### src/rtl/branch_resolve_unit.sv
// -----------------------------------------------------------------------------
// branch_resolve_unit
//
// Execute-stage branch resolver. Accepts one conditional branch at a time,
// decodes funct3 against the ALU flags of the A - B compare, checks the result
// against the fetch prediction and, on a mispredict, sends a corrected fetch PC
// to fetch followed by a one-cycle flush pulse.
//
// Handshakes: a transfer happens on a rising clk edge where both valid and
// ready are high. A valid that has been raised stays high, with its payload
// unchanged, until that transfer. Ready may change freely.
//
// Optional feature: define BRU_STATS_EN to add the branch_cnt / mispred_cnt
// statistics counters and their ports. Without it, they are absent.
//
// Parameters:
//   n            datapath / PC width (default 32)
// Ports:
//   clk          rising-edge clock
//   rst          asynchronous reset, active-low
//   in_valid     branch presented          in_ready     unit can accept
//   funct3       RV32 branch funct3
//   Zflag/Vflag/Sflag/Cflag   flags of A - B (Cflag=1 iff A >= B unsigned)
//   pc           branch instruction PC     imm          sign-extended offset
//   pred_taken   fetch prediction
//   redir_valid  redirect request          redir_ready  fetch accepts redirect
//   redir_pc     corrected fetch PC        flush        one-cycle squash pulse
//   branch_cnt   resolved branches         (BRU_STATS_EN only)
//   mispred_cnt  mispredicted branches     (BRU_STATS_EN only)
//   dbg_state    current FSM state (0 IDLE, 1 EVAL, 2 REDIRECT)
// -----------------------------------------------------------------------------
module branch_resolve_unit #(
    parameter int n = 32
) (
    input  logic         clk,
    input  logic         rst,
    input  logic         in_valid,
    output logic         in_ready,
    input  logic [2:0]   funct3,
    input  logic         Zflag,
    input  logic         Vflag,
    input  logic         Sflag,
    input  logic         Cflag,
    input  logic [n-1:0] pc,
    input  logic [n-1:0] imm,
    input  logic         pred_taken,
    output logic         redir_valid,
    input  logic         redir_ready,
    output logic [n-1:0] redir_pc,
    output logic         flush,
`ifdef BRU_STATS_EN
    output logic [31:0]  branch_cnt,
    output logic [31:0]  mispred_cnt,
`endif
    output logic [1:0]   dbg_state
);

    localparam logic [1:0] ST_IDLE     = 2'd0;
    localparam logic [1:0] ST_EVAL     = 2'd1;
    localparam logic [1:0] ST_REDIRECT = 2'd2;

    logic [1:0]   state_q, state_d;
    logic         alive_q;
    logic [2:0]   funct3_q;
    logic         z_q, v_q, s_q, c_q;
    logic [n-1:0] pc_q, imm_q;
    logic         pred_q;
    logic         redir_valid_q, redir_valid_d;
    logic [n-1:0] redir_pc_q, redir_pc_d;
    logic         flush_q, flush_d;

    logic         taken;
    logic         mispredict;
    logic         accept;
    logic [n-1:0] target;

    // Taken decode on the captured flags; 010/011 are illegal and never taken.
    always_comb begin
        taken = 1'b0;
        case (funct3_q)
            3'b000:  taken = z_q;
            3'b001:  taken = ~z_q;
            3'b100:  taken = s_q ^ v_q;
            3'b101:  taken = ~(s_q ^ v_q);
            3'b110:  taken = ~c_q;
            3'b111:  taken = c_q;
            default: taken = 1'b0;
        endcase
    end

    assign mispredict = (state_q == ST_EVAL) && (taken != pred_q);
    // Sums wrap modulo 2^n by construction.
    assign target     = taken ? (pc_q + imm_q) : (pc_q + n'(4));

    // alive_q keeps in_ready low until the first clock after reset release.
    assign in_ready = alive_q &&
                      ((state_q == ST_IDLE) || ((state_q == ST_EVAL) && !mispredict));
    assign accept   = in_valid && in_ready;

    always_comb begin
        state_d       = state_q;
        redir_valid_d = redir_valid_q;
        redir_pc_d    = redir_pc_q;
        flush_d       = 1'b0;
        case (state_q)
            ST_IDLE: begin
                if (accept) state_d = ST_EVAL;
            end
            ST_EVAL: begin
                if (mispredict) begin
                    state_d       = ST_REDIRECT;
                    redir_valid_d = 1'b1;
                    redir_pc_d    = target;
                end else if (accept) begin
                    state_d = ST_EVAL;
                end else begin
                    state_d = ST_IDLE;
                end
            end
            ST_REDIRECT: begin
                if (redir_valid_q && redir_ready) begin
                    state_d       = ST_IDLE;
                    redir_valid_d = 1'b0;
                    flush_d       = 1'b1;
                end
            end
            default: begin
                state_d       = ST_IDLE;
                redir_valid_d = 1'b0;
            end
        endcase
    end

    always_ff @(posedge clk or negedge rst) begin
        if (!rst) begin
            state_q       <= ST_IDLE;
            alive_q       <= 1'b0;
            redir_valid_q <= 1'b0;
            redir_pc_q    <= '0;
            flush_q       <= 1'b0;
        end else begin
            state_q       <= state_d;
            alive_q       <= 1'b1;
            redir_valid_q <= redir_valid_d;
            redir_pc_q    <= redir_pc_d;
            flush_q       <= flush_d;
        end
    end

    // Captured branch entry; only loaded on an input transfer.
    always_ff @(posedge clk or negedge rst) begin
        if (!rst) begin
            funct3_q <= '0;
            z_q      <= 1'b0;
            v_q      <= 1'b0;
            s_q      <= 1'b0;
            c_q      <= 1'b0;
            pc_q     <= '0;
            imm_q    <= '0;
            pred_q   <= 1'b0;
        end else if (accept) begin
            funct3_q <= funct3;
            z_q      <= Zflag;
            v_q      <= Vflag;
            s_q      <= Sflag;
            c_q      <= Cflag;
            pc_q     <= pc;
            imm_q    <= imm;
            pred_q   <= pred_taken;
        end
    end

`ifdef BRU_STATS_EN
    logic [31:0] branch_cnt_q, mispred_cnt_q;

    always_ff @(posedge clk or negedge rst) begin
        if (!rst) begin
            branch_cnt_q  <= '0;
            mispred_cnt_q <= '0;
        end else if (state_q == ST_EVAL) begin
            branch_cnt_q <= branch_cnt_q + 32'd1;
            if (mispredict) mispred_cnt_q <= mispred_cnt_q + 32'd1;
        end
    end

    assign branch_cnt  = branch_cnt_q;
    assign mispred_cnt = mispred_cnt_q;
`endif

    assign redir_valid = redir_valid_q;
    assign redir_pc    = redir_pc_q;
    assign flush       = flush_q;
    assign dbg_state   = state_q;

endmodule

### config.mk
export PLATFORM = sky130hd
export DESIGN_NAME = branch_resolve_unit
export DESIGN_NICKNAME = d
export VERILOG_FILES = /design/src/rtl/branch_resolve_unit.sv
export SDC_FILE = /design/constraint.sdc
export NUM_CORES = 1
export LEC_CHECK = 0
export ABC_AREA = 1
export CAP_MARGIN = 30
export CORE_ASPECT_RATIO = 1.25
export CORE_UTILIZATION = 43
export CTS_CLUSTER_SIZE = 14
export DETAILED_ROUTE_END_ITERATION = 7
export PLACE_DENSITY = 0.62
export SLEW_MARGIN = 20
export SYNTH_ARGS = -nofsm -noshare
export SYNTH_HDL_FRONTEND = slang
export SYNTH_SLANG_ARGS = --single-unit
### constraint.sdc
create_clock -name clk -period 6.3 [get_ports clk]
set_clock_uncertainty 0.2 [all_clocks]
set_input_delay 1.26 -clock clk [delete_from_list [all_inputs] [get_ports clk]]
set_output_delay 1.26 -clock clk [all_outputs]
set_load 0.03 [all_outputs]
==> summary.md, run 1 <==
| Metric | Value |
|---|---|
| Synth Register Bits | 109 |
| Worst path max stage delay | 0.65 ns |
| Post_cts resized | 0 |
| Net Sw Frac | 0.534 |
| Sum Neg Setup Slack | 0 ns |
| Unrepaired setup endpoints after global routing | false |
| Pre-Repair DR Iteration Count | 5 |
| Layout cell share with drive strength beyond 1 | 0.0243 |
| Synth cell types | 35 |
| Clock root cell | clkbuf_16 |
| Endpoints failing setup | 0 |
| Critical path launch point type | register |
| Design area | 0.00942 mm² |
| Clock sinks | 109 |
| CP cell instances | inv_2 -> nor2_2 -> nor2_1 -> nor2_1 -> nand2_1 -> nand3_2 -> buf_4 -> nand2_2 -> nand3_2 -> nand2_1 -> inv_1 -> clkdlybuf4s50_1 |
| Yosys warning total | 0 |
| First-pass GRT wire length | 38.6 mm |
| Area Overhead vs Synth | 19.9% |
| Maximum buffer depth of the clock tree | 2 |
| Power share of the sequential group | 0.269 |
| Starting Density | 0.445 |
| Critical Path Sink Type | output port |
| CP Class | reg -> out |
| Pleak | 5.18 nW |
| Grt ovf | 0 |
| Crit path DAT | 2.75 ns |
| HP Class | reg -> reg |
| Slowest-stage cell, CP | clkdlybuf4s50_1 |
| Maximum vdd ir drop | 0.274 mV |
| DRC viols | 0 |
| Die Y | 153 µm |
| Worst reg2reg setup slack | 2.60 ns |
| FMAX | 0.238 GHz |
| DIE AREA | 0.0188 mm² |
| Pin count of the biggest net entering global routing | 74 |
| Final Hold Fails | 0 |
| Vias per inst | 4.87 |
| Clock Power Share | 0.111 |
| Slew HR | 0.422 |
| DR WL/cell | 15.2 µm |
| CTS tree | built |
| Status | finished clean |
| H-tree depth | 3 |
| Worst slew pin tran | 0.866 ns |
| Hold buffer count at CTS | 0 |
| Initial antenna violation count | 0 |
| Period utilisation layout | 0.668 |
| Post-Route WL | 24.0 mm |
| Combinational share of power | 0.620 |
| Core Box Area | 0.0176 mm² |
| Row cnt | 54 |
| Syn Inst Count | 1255 |
| Tmin final | 4.21 ns |
| Critical path required time | 4.84 ns |
| Vias in the first global route | 7492 |
| PortBufs | 112 |
| Clock Latency Late Sink | 0.37 ns |
| Seq/Total Area, Yosys | 0.347 |
| Detail Placement HPWL | 18.6 mm |
| PD cells | 557 mW/mm² |
| Net switching power | 2.80 mW |
| Diodes inserted | 0 |
| Int Pwr | 2.45 mW |
| Mean Syn Cell Area | 6.26 µm² |
| Slew Limit Fails | 0 |
| Clock slew at reported path FFs | 0.08 ns |
| Antenna-violating nets left | 0 |
| IO Count | 113 |
| Post-CTS setup buffer count | 0 |
| Via count | 7712 |
| GRT Total Usage | 0.270 |
| Die span in x | 123 µm |
| Fillcell total | 1886 |
| Placer congestion estimate | 0.933 |
| Max-cap viol count | 0 |
| Max FO, Critical Path | 45 |
| Final hold slack | 0.280 ns |
| TritonCTS Buffers | 9 |
| Cell area after synthesis | 0.00785 mm² |
| Initial DRC Count | 356 |
| Final Total Pwr | 5.25 mW |
| Dpl cell area | 0.00910 mm² |
| Final net count | 1464 |
| Synthesized Nets | 1364 |
[registers in the layout, summed over array words and instances, names as in the netlist, 2 cells and up]
| name | cells |
|---|---|
| dbg_state | 2 |
| funct3_q | 3 |
| redir_pc | 32 |
| pc_q | 32 |
| imm_q | 32 |
[Yosys cell counts (all sizes together)]
cell type,instances,area share
a21boi,10,0.0096
nand4,8,0.0064
nand3,60,0.042
and2,3,0.0024
o21ai,18,0.011
o22ai,1,0.00080
a21o,1,0.00096
o31ai,2,0.0019
or2,4,0.0032
and3,1,0.00080
xor2,11,0.012
nand3b,14,0.013
conb,1,0.00048
o211ai,4,0.0038
ha,32,0.051
a21oi,37,0.024
nor2,114,0.055
inv,177,0.085
clkbuf,3,0.0014
dfrtp,109,0.35
o21bai,3,0.0029
xnor2,8,0.0089
buf,24,0.021
nand2,601,0.29
fa,1,0.0025
nor3,8,0.0051
[power groups by stage]
| stage | Sequential [mW] | Combinational, mW | Clock, mW |
|---|---|---|---|
| final | 1.41 | 3.25 | 0.583 |
| after global routing | 1.45 | 3.69 | 0.618 |
| after CTS | 1.42 | 3.28 | 0.597 |
| after detailed placement | 1.42 | 3.26 | 0 |
| after global placement | 1.42 | 3.24 | 0 |
| after floorplan | 1.46 | 2.12 | 0 |
[per-layer routing]
| layer | share of wire | GRT usage |
|---|---|---|
| met5 | 0 | 0 |
| met4 | 0.042 | 0.130 |
| met3 | 0.034 | 0.0280 |
| met2 | 0.50 | 0.477 |
| met1 | 0.42 | 0.322 |
[metrics by stage]
| step | utilization | setup WS [ns] | cells |
|---|---|---|---|
| 3_3_place_gp | 0.516 | 2.42 | 1567 |
| 3_5_place_dp | 0.516 | 2.37 | 1567 |
| 2_1_floorplan | - | 3.57 | 1255 |
| 4_1_cts | 0.533 | 2.07 | 1583 |
| 5_1_grt | 0.534 | 1.92 | 1584 |
| 6_report | 0.534 | 2.09 | 1584 |
[final timing paths]
kind,start,end,cells after the start
worst min-delay path,redir_pc[16],redir_pc[16],2
min in group asynchronous,rst,pc_q[0],1
worst min register to register,redir_pc[16],redir_pc[16],2
max in group asynchronous,rst,imm_q[24],3
worst max-delay path,funct3_q[0],in_ready,12
worst max register to register,funct3_q[0],imm_q[25],13
[area by class of cell]
cell class | count | area [µm²] | area share
clock buffer | 10 | 229 | 0.0243
tap | 224 | 280 | 0.0298
sequential | 109 | 2730 | 0.290
inverter | 177 | 667 | 0.0708
multi-input combinational | 942 | 4280 | 0.455
timing repair buffer | 116 | 1170 | 0.124
clock inverter | 6 | 62.6 | 0.00664
[worst max-delay path: cells and delay by family (launching register included)]
family	cells	cell delay [ns]
flops	1	0.43
simple gates	8	0.70
buf+inv	4	1.23
[cell usage in the layout, fill, tap and decap left out, types with 9 or more instances in the layout]
| cell | count |
|---|---|
| nand2_1 | 600 |
| inv_1 | 174 |
| nor2_1 | 113 |
| clkdlybuf4s50_1 | 111 |
| dfrtp_1 | 109 |
| nand3_1 | 56 |
| a21oi_1 | 37 |
| ha_1 | 32 |
| o21ai_0 | 18 |
| nand3b_1 | 14 |
| xor2_1 | 11 |
| clkbuf_16 | 9 |
[cells by family after synthesis]
| group | share of synthesized area |
|---|---|
| fa+ha+maj | 0.0535 |
| xor+xnor | 0.0212 |
| buf+inv | 0.107 |
| compound gates | 0.0550 |
| other cells | 0.000478 |
| flops | 0.347 |
| simple gates | 0.415 |
Note: power is estimated with default switching activity, not from simulation.
==> run 2, diff against run 1 <==
Settings changed: PLACE_DENSITY 0.62 to 0.65.
Clock period 6.3 ns to 3.5 ns, I/O delays scaled along.
==> run 2 against run 1 <==
Compared with the run above:
- power up 81%
- clock-buffer cell count unchanged
- non-clock buffer count up 4
- setup slack worse by 1.8 ns
- sequential power up 79%
- critical path depth down 4
- flip-flop and latch count unchanged
- clock power up 87%
- cell count up 0.25%
- final area up 0.58%
- global-route usage down 0.50 points
- utilization up 0.31 points
- critical endpoint unchanged
- largest cell class unchanged
==> summary.md, run 2 (same netlist as run 1, synthesis figures left out) <==
| Metric | Value |
|---|---|
| Status | finished clean |
| Critical Path Sink Type | output port |
| Power share of the sequential group | 0.266 |
| Core Box Area | 0.0176 mm² |
| PD cells | 1000 mW/mm² |
| Net Sw Frac | 0.530 |
| Maximum buffer depth of the clock tree | 2 |
| Clock Power Share | 0.115 |
| Tmin final | 3.24 ns |
| Commonest non-fill, non-tap cells in the layout | nand2_1 (600), inv_1 (174), nor2_1 (113), clkdlybuf4s50_1 (111), dfrtp_1 (109) |
| H-tree depth | 3 |
| Dpl cells | 1572 |
| Row cnt | 54 |
| Hold buffer count at CTS | 0 |
| Max-cap viol count | 0 |
| CP Class | reg -> out |
| Worst path max stage delay | 0.66 ns |
| Unrepaired setup endpoints after global routing | false |
| Detail Placement HPWL | 18.4 mm |
| Pre-Repair DR Iteration Count | 5 |
| Post-CTS setup buffer count | 0 |
| TritonCTS Buffers | 9 |
| PortBufs | 112 |
| Max FO, Critical Path | 2 |
| Endpoints failing setup | 0 |
| First-pass GRT wire length | 37.7 mm |
| DRC viols | 0 |
| Dpl cell area | 0.00916 mm² |
| Final hold slack | 0.144 ns |
| Int Pwr | 4.45 mW |
| CP cell instances | xnor2_1 -> nor2_1 -> nor2_1 -> nand4_1 -> nand3_2 -> nand2_1 -> inv_1 -> clkdlybuf4s50_1 |
| Final net count | 1468 |
| Worst flop-to-flop path startpoint | pc_q[0] |
| Slew HR | 0.515 |
| Clock Latency Late Sink | 0.37 ns |
| Period utilisation layout | 0.927 |
| Slew Limit Fails | 0 |
| Commonest non-fill, non-tap cell in the layout | nand2_1 |
| Critical path required time | 2.60 ns |
| Post_cts resized | 0 |
| Clock sinks | 109 |
| Critical path launch point type | register |
| Initial antenna violation count | 0 |
| DIE AREA | 0.0188 mm² |
| Final Hold Fails | 0 |
| Pin count of the biggest net entering global routing | 73 |
| Util after Layout | 0.537 |
| Net switching power | 5.02 mW |
| Area Overhead vs Synth | 20.7% |
| Layout Cells excl Fill | 1588 |
| Die Y | 153 µm |
| Vias in the first global route | 7269 |
| Vias per inst | 4.85 |
| Fillcell total | 1826 |
| Die span in x | 123 µm |
| HP Class | in -> async |
| Design area | 0.00947 mm² |
| Starting Density | 0.445 |
| Grt ovf | 0 |
| Maximum vdd ir drop | 0.444 mV |
| Via count | 7698 |
| Initial DRC Count | 498 |
| FMAX | 0.308 GHz |
| Worst slew pin tran | 0.727 ns |
| Diodes inserted | 0 |
| Placer congestion estimate | 0.947 |
| Antenna-violating nets left | 0 |
| Layout cell share with drive strength beyond 1 | 0.0279 |
| Multi-input combinational cell area | 0.00428 mm² |
| Slowest-stage cell, CP | clkdlybuf4s50_1 |
| Register Area | 0.00273 mm² |
| GRT Total Usage | 0.265 |
| Combinational share of power | 0.619 |
| Critical path's most frequent cell | nor2_1 |
| DR WL/cell | 14.9 µm |
| Post-Route WL | 23.7 mm |
| Crit path DAT | 2.34 ns |
| CTS tree | built |
| Clock root cell | clkbuf_16 |
| Sum Neg Setup Slack | 0 ns |
| Pleak | 5.21 nW |
| IO Count | 113 |
| Clock slew at reported path FFs | 0.09 ns |
| Critical path origin | v_q |
[run 2: worst max-delay path: cells and delay by family (launching register included)]
| kind | cells | cell delay (ns) |
|---|---|---|
| buffers and inverters | 2 | 0.71 |
| AND/OR/NAND/NOR | 5 | 0.63 |
| flip-flops | 1 | 0.40 |
| XOR/XNOR | 1 | 0.23 |
[run 2: cell type report]
class,count,area share
clock buffers,10,0.0252
inverters,177,0.0704
multi-input cells,942,0.452
repair buffers,120,0.127
flip-flops and latches,109,0.288
well taps,224,0.0296
clock inverters,6,0.00766
[run 2: routing by layer]
layer,up-vias,share of wire,global-route usage
met5,-,0,0
met2,218,0.51,0.475
met4,0,0.030,0.0993
met3,43,0.047,0.0299
met1,3418,0.41,0.320
li1,4019,-,-
[run 2: final timing paths]
check,endpoint,cells after the start,slack [ns]
max reg2reg,redir_pc[28],12,0.89
max,in_ready,8,0.26
max in group asynchronous,imm_q[21],2,2.19
min reg2reg,redir_pc[7],2,0.28
min in group clk,redir_pc[7],2,0.28
min,redir_pc[0],1,0.14
[run 2: stage by stage]
step | total power [mW] | worst slack (ns)
floorplan | 6.44 | 1.29
global placement | 8.35 | 0.717
detailed placement | 8.41 | 0.660
CTS | 9.54 | 0.246
global route | 10.4 | 0.107
finish | 9.48 | 0.256
[run 2: power by group through the flow]
stage / registers [mW] / logic (mW) / clock network [mW]
floorplan: 2.62 / 3.82 / 0
global placement: 2.53 / 5.83 / 0
detailed placement: 2.53 / 5.88 / 0
CTS: 2.52 / 5.91 / 1.11
global route: 2.58 / 6.65 / 1.17
finish: 2.52 / 5.86 / 1.09
==> run 3, diff against run 2 <==
Settings changed: RECOVER_POWER set to 100, SLEW_MARGIN 20 to not set.
==> run 3 against run 2 <==
Compared with the run above:
- sequential share of layout area is 0.099 points higher
- cell count stayed put
- flip-flop and latch count stayed put
- non-clock buffer count stayed put
- global-route usage stayed put
- via count is 0.57% higher
- clock power hardly changed
- clock-buffer cell count stayed put
- sequential power hardly changed
- combinational power is 1% lower
- first-iteration DRC count is 7.4% higher
- critical path depth stayed put
- critical path type unchanged
- critical endpoint unchanged
- highest routed layer unchanged
==> summary.md, run 3 (same netlist as run 1, synthesis figures left out) <==
| Metric | Value |
|---|---|
| CP cell instances | xnor2_1 -> nor2_1 -> nor2_1 -> nand4_1 -> nand3_1 -> nand2_1 -> inv_1 -> clkdlybuf4s50_1 |
| Unrepaired setup endpoints after global routing | false |
| Status | finished clean |
| CP delay by family, top | buffers and inverters |
| Via count | 7742 |
| Final Hold Fails | 0 |
| Critical path required time | 2.60 ns |
| Design area | 0.00944 mm² |
| Endpoints failing setup | 0 |
| First-pass GRT wire length | 37.7 mm |
| Pre-Repair DR Iteration Count | 5 |
| Power share of the sequential group | 0.267 |
| Final hold slack | 0.280 ns |
| Crit path DAT | 2.39 ns |
| PD cells | 994 mW/mm² |
| Final net count | 1468 |
| Clock Power Share | 0.116 |
| Combinational share of power | 0.617 |
| Post_cts resized | 0 |
| Die Y | 153 µm |
| Max-cap viol count | 0 |
| Antenna-violating nets left | 0 |
| Starting Density | 0.445 |
| Initial antenna violation count | 0 |
| Layout Cells excl Fill | 1588 |
| Die span in x | 123 µm |
| Maximum vdd ir drop | 0.442 mV |
| Vias in the first global route | 7269 |
| Setup WS post-layout | 0.212 ns |
| IO Count | 113 |
| Initial DRC Count | 535 |
| Fillcell total | 1834 |
| Dpl cells | 1572 |
| Net Sw Frac | 0.534 |
| PortBufs | 112 |
| Pleak | 5.23 nW |
| Post-CTS setup buffer count | 0 |
| Clock slew at reported path FFs | 0.09 ns |
| Period utilisation layout | 0.939 |
| Grt ovf | 0 |
| Multi-input combinational cell area | 0.00428 mm² |
| Core Box Area | 0.0176 mm² |
| GRT Total Usage | 0.265 |
| Post-Route WL | 23.7 mm |
| Slew HR | 0.0356 |
| Row cnt | 54 |
| Hold buffer count at CTS | 0 |
| Critical path's most frequent cell | nor2_1 |
| Worst path max stage delay | 0.66 ns |
| DRC viols | 0 |
| Final Total Pwr | 9.39 mW |
| Setup WS pre-CTS | 0.660 ns |
| Clock Latency Late Sink | 0.37 ns |
| Commonest non-fill, non-tap cell in the layout | nand2_1 |
| Maximum buffer depth of the clock tree | 2 |
| Slowest-stage cell, CP | clkdlybuf4s50_1 |
| H-tree depth | 3 |
| Register Area | 0.00273 mm² |
| Worst slew pin tran | 1.45 ns |
| Diodes inserted | 0 |
| Detail Placement HPWL | 18.4 mm |
| Area Overhead vs Synth | 20.2% |
| Layout cell share with drive strength beyond 1 | 0.0249 |
| DR WL/cell | 14.9 µm |
| DIE AREA | 0.0188 mm² |
| Dpl cell area | 0.00916 mm² |
| Clock root cell | clkbuf_16 |
| Slew Limit Fails | 0 |
| Critical Path Sink Type | output port |
| FMAX | 0.304 GHz |
| TritonCTS Buffers | 9 |
| HP Class | reg -> reg |
| CTS tree | built |
| CP Class | reg -> out |
| Critical path launch point type | register |
| Int Pwr | 4.37 mW |
| Clock sinks | 109 |
| Net switching power | 5.01 mW |
| Sum Neg Setup Slack | 0 ns |
| Max FO, Critical Path | 2 |
| Tmin final | 3.29 ns |
| Placer congestion estimate | 0.947 |
| Crit path buffers/inverters | 2 |
| Util after Layout | 0.535 |
| Commonest non-fill, non-tap cells in the layout | nand2_1 (600), inv_1 (175), nor2_1 (113), dfrtp_1 (109), clkdlybuf4s50_1 (74) |
| Vias per inst | 4.88 |
| Pin count of the biggest net entering global routing | 73 |
-- run 3: cell types whose count changed in the layout (fill, tap and decap cells not counted), moves of 5 or more --
cell	before	now
a21boi_0	5	10
dlygate4sd3_1	0	37
clkdlybuf4s50_1	111	74
a21boi_1	5	0
-- run 3: worst paths after layout --
| kind | startpoint | end | slack (ns) | cells past startpoint |
|---|---|---|---|---|
| max in group asynchronous | rst | imm_q[21] | 0.66 | 2 |
| max reg2reg | v_q | redir_pc[7] | 0.49 | 9 |
| min in group asynchronous | rst | redir_pc[0] | 0.38 | 1 |
| max | v_q | in_ready | 0.21 | 8 |
| min reg2reg | redir_pc[0] | redir_pc[0] | 0.28 | 2 |
| min | redir_pc[0] | redir_pc[0] | 0.28 | 2 |
-- run 3: power by group through the flow --
stage / Clock (mW) / Combinational, mW / Sequential [mW]
finish: 1.09 / 5.79 / 2.50
global route: 1.17 / 6.56 / 2.57
CTS: 1.11 / 5.91 / 2.52
detailed placement: 0 / 5.88 / 2.53
global placement: 0 / 5.83 / 2.53
floorplan: 0 / 3.82 / 2.62
-- run 3: worst reg2reg max path, stage by stage (launching register included) --
cell and delay (ns):
dfrtp_1 0.40, xnor2_1 0.24, nor2_1 0.07, nor2_1 0.17
nand4_1 0.16, nand3_2 0.12, clkbuf_1 0.90, inv_2 0.35
o211ai_1 0.22, nand2_1 0.07
-- run 3: routing by layer --
metal  vias up  global-route usage  routed length [µm]
li1       4022                   -                   -
met1      3469               0.320                9850
met2       210               0.475               12200
met3        41              0.0299                 938
met4         0              0.0993                 702
met5         -                   0                   0
-- run 3: layout make-up --
type / count / share of cell area
flip-flops and latches: 109 / 0.289
clock buffers: 10 / 0.0253
repair buffers: 120 / 0.125
multi-input cells: 942 / 0.453
inverters: 177 / 0.0704
well taps: 224 / 0.0297
clock inverters: 6 / 0.00769
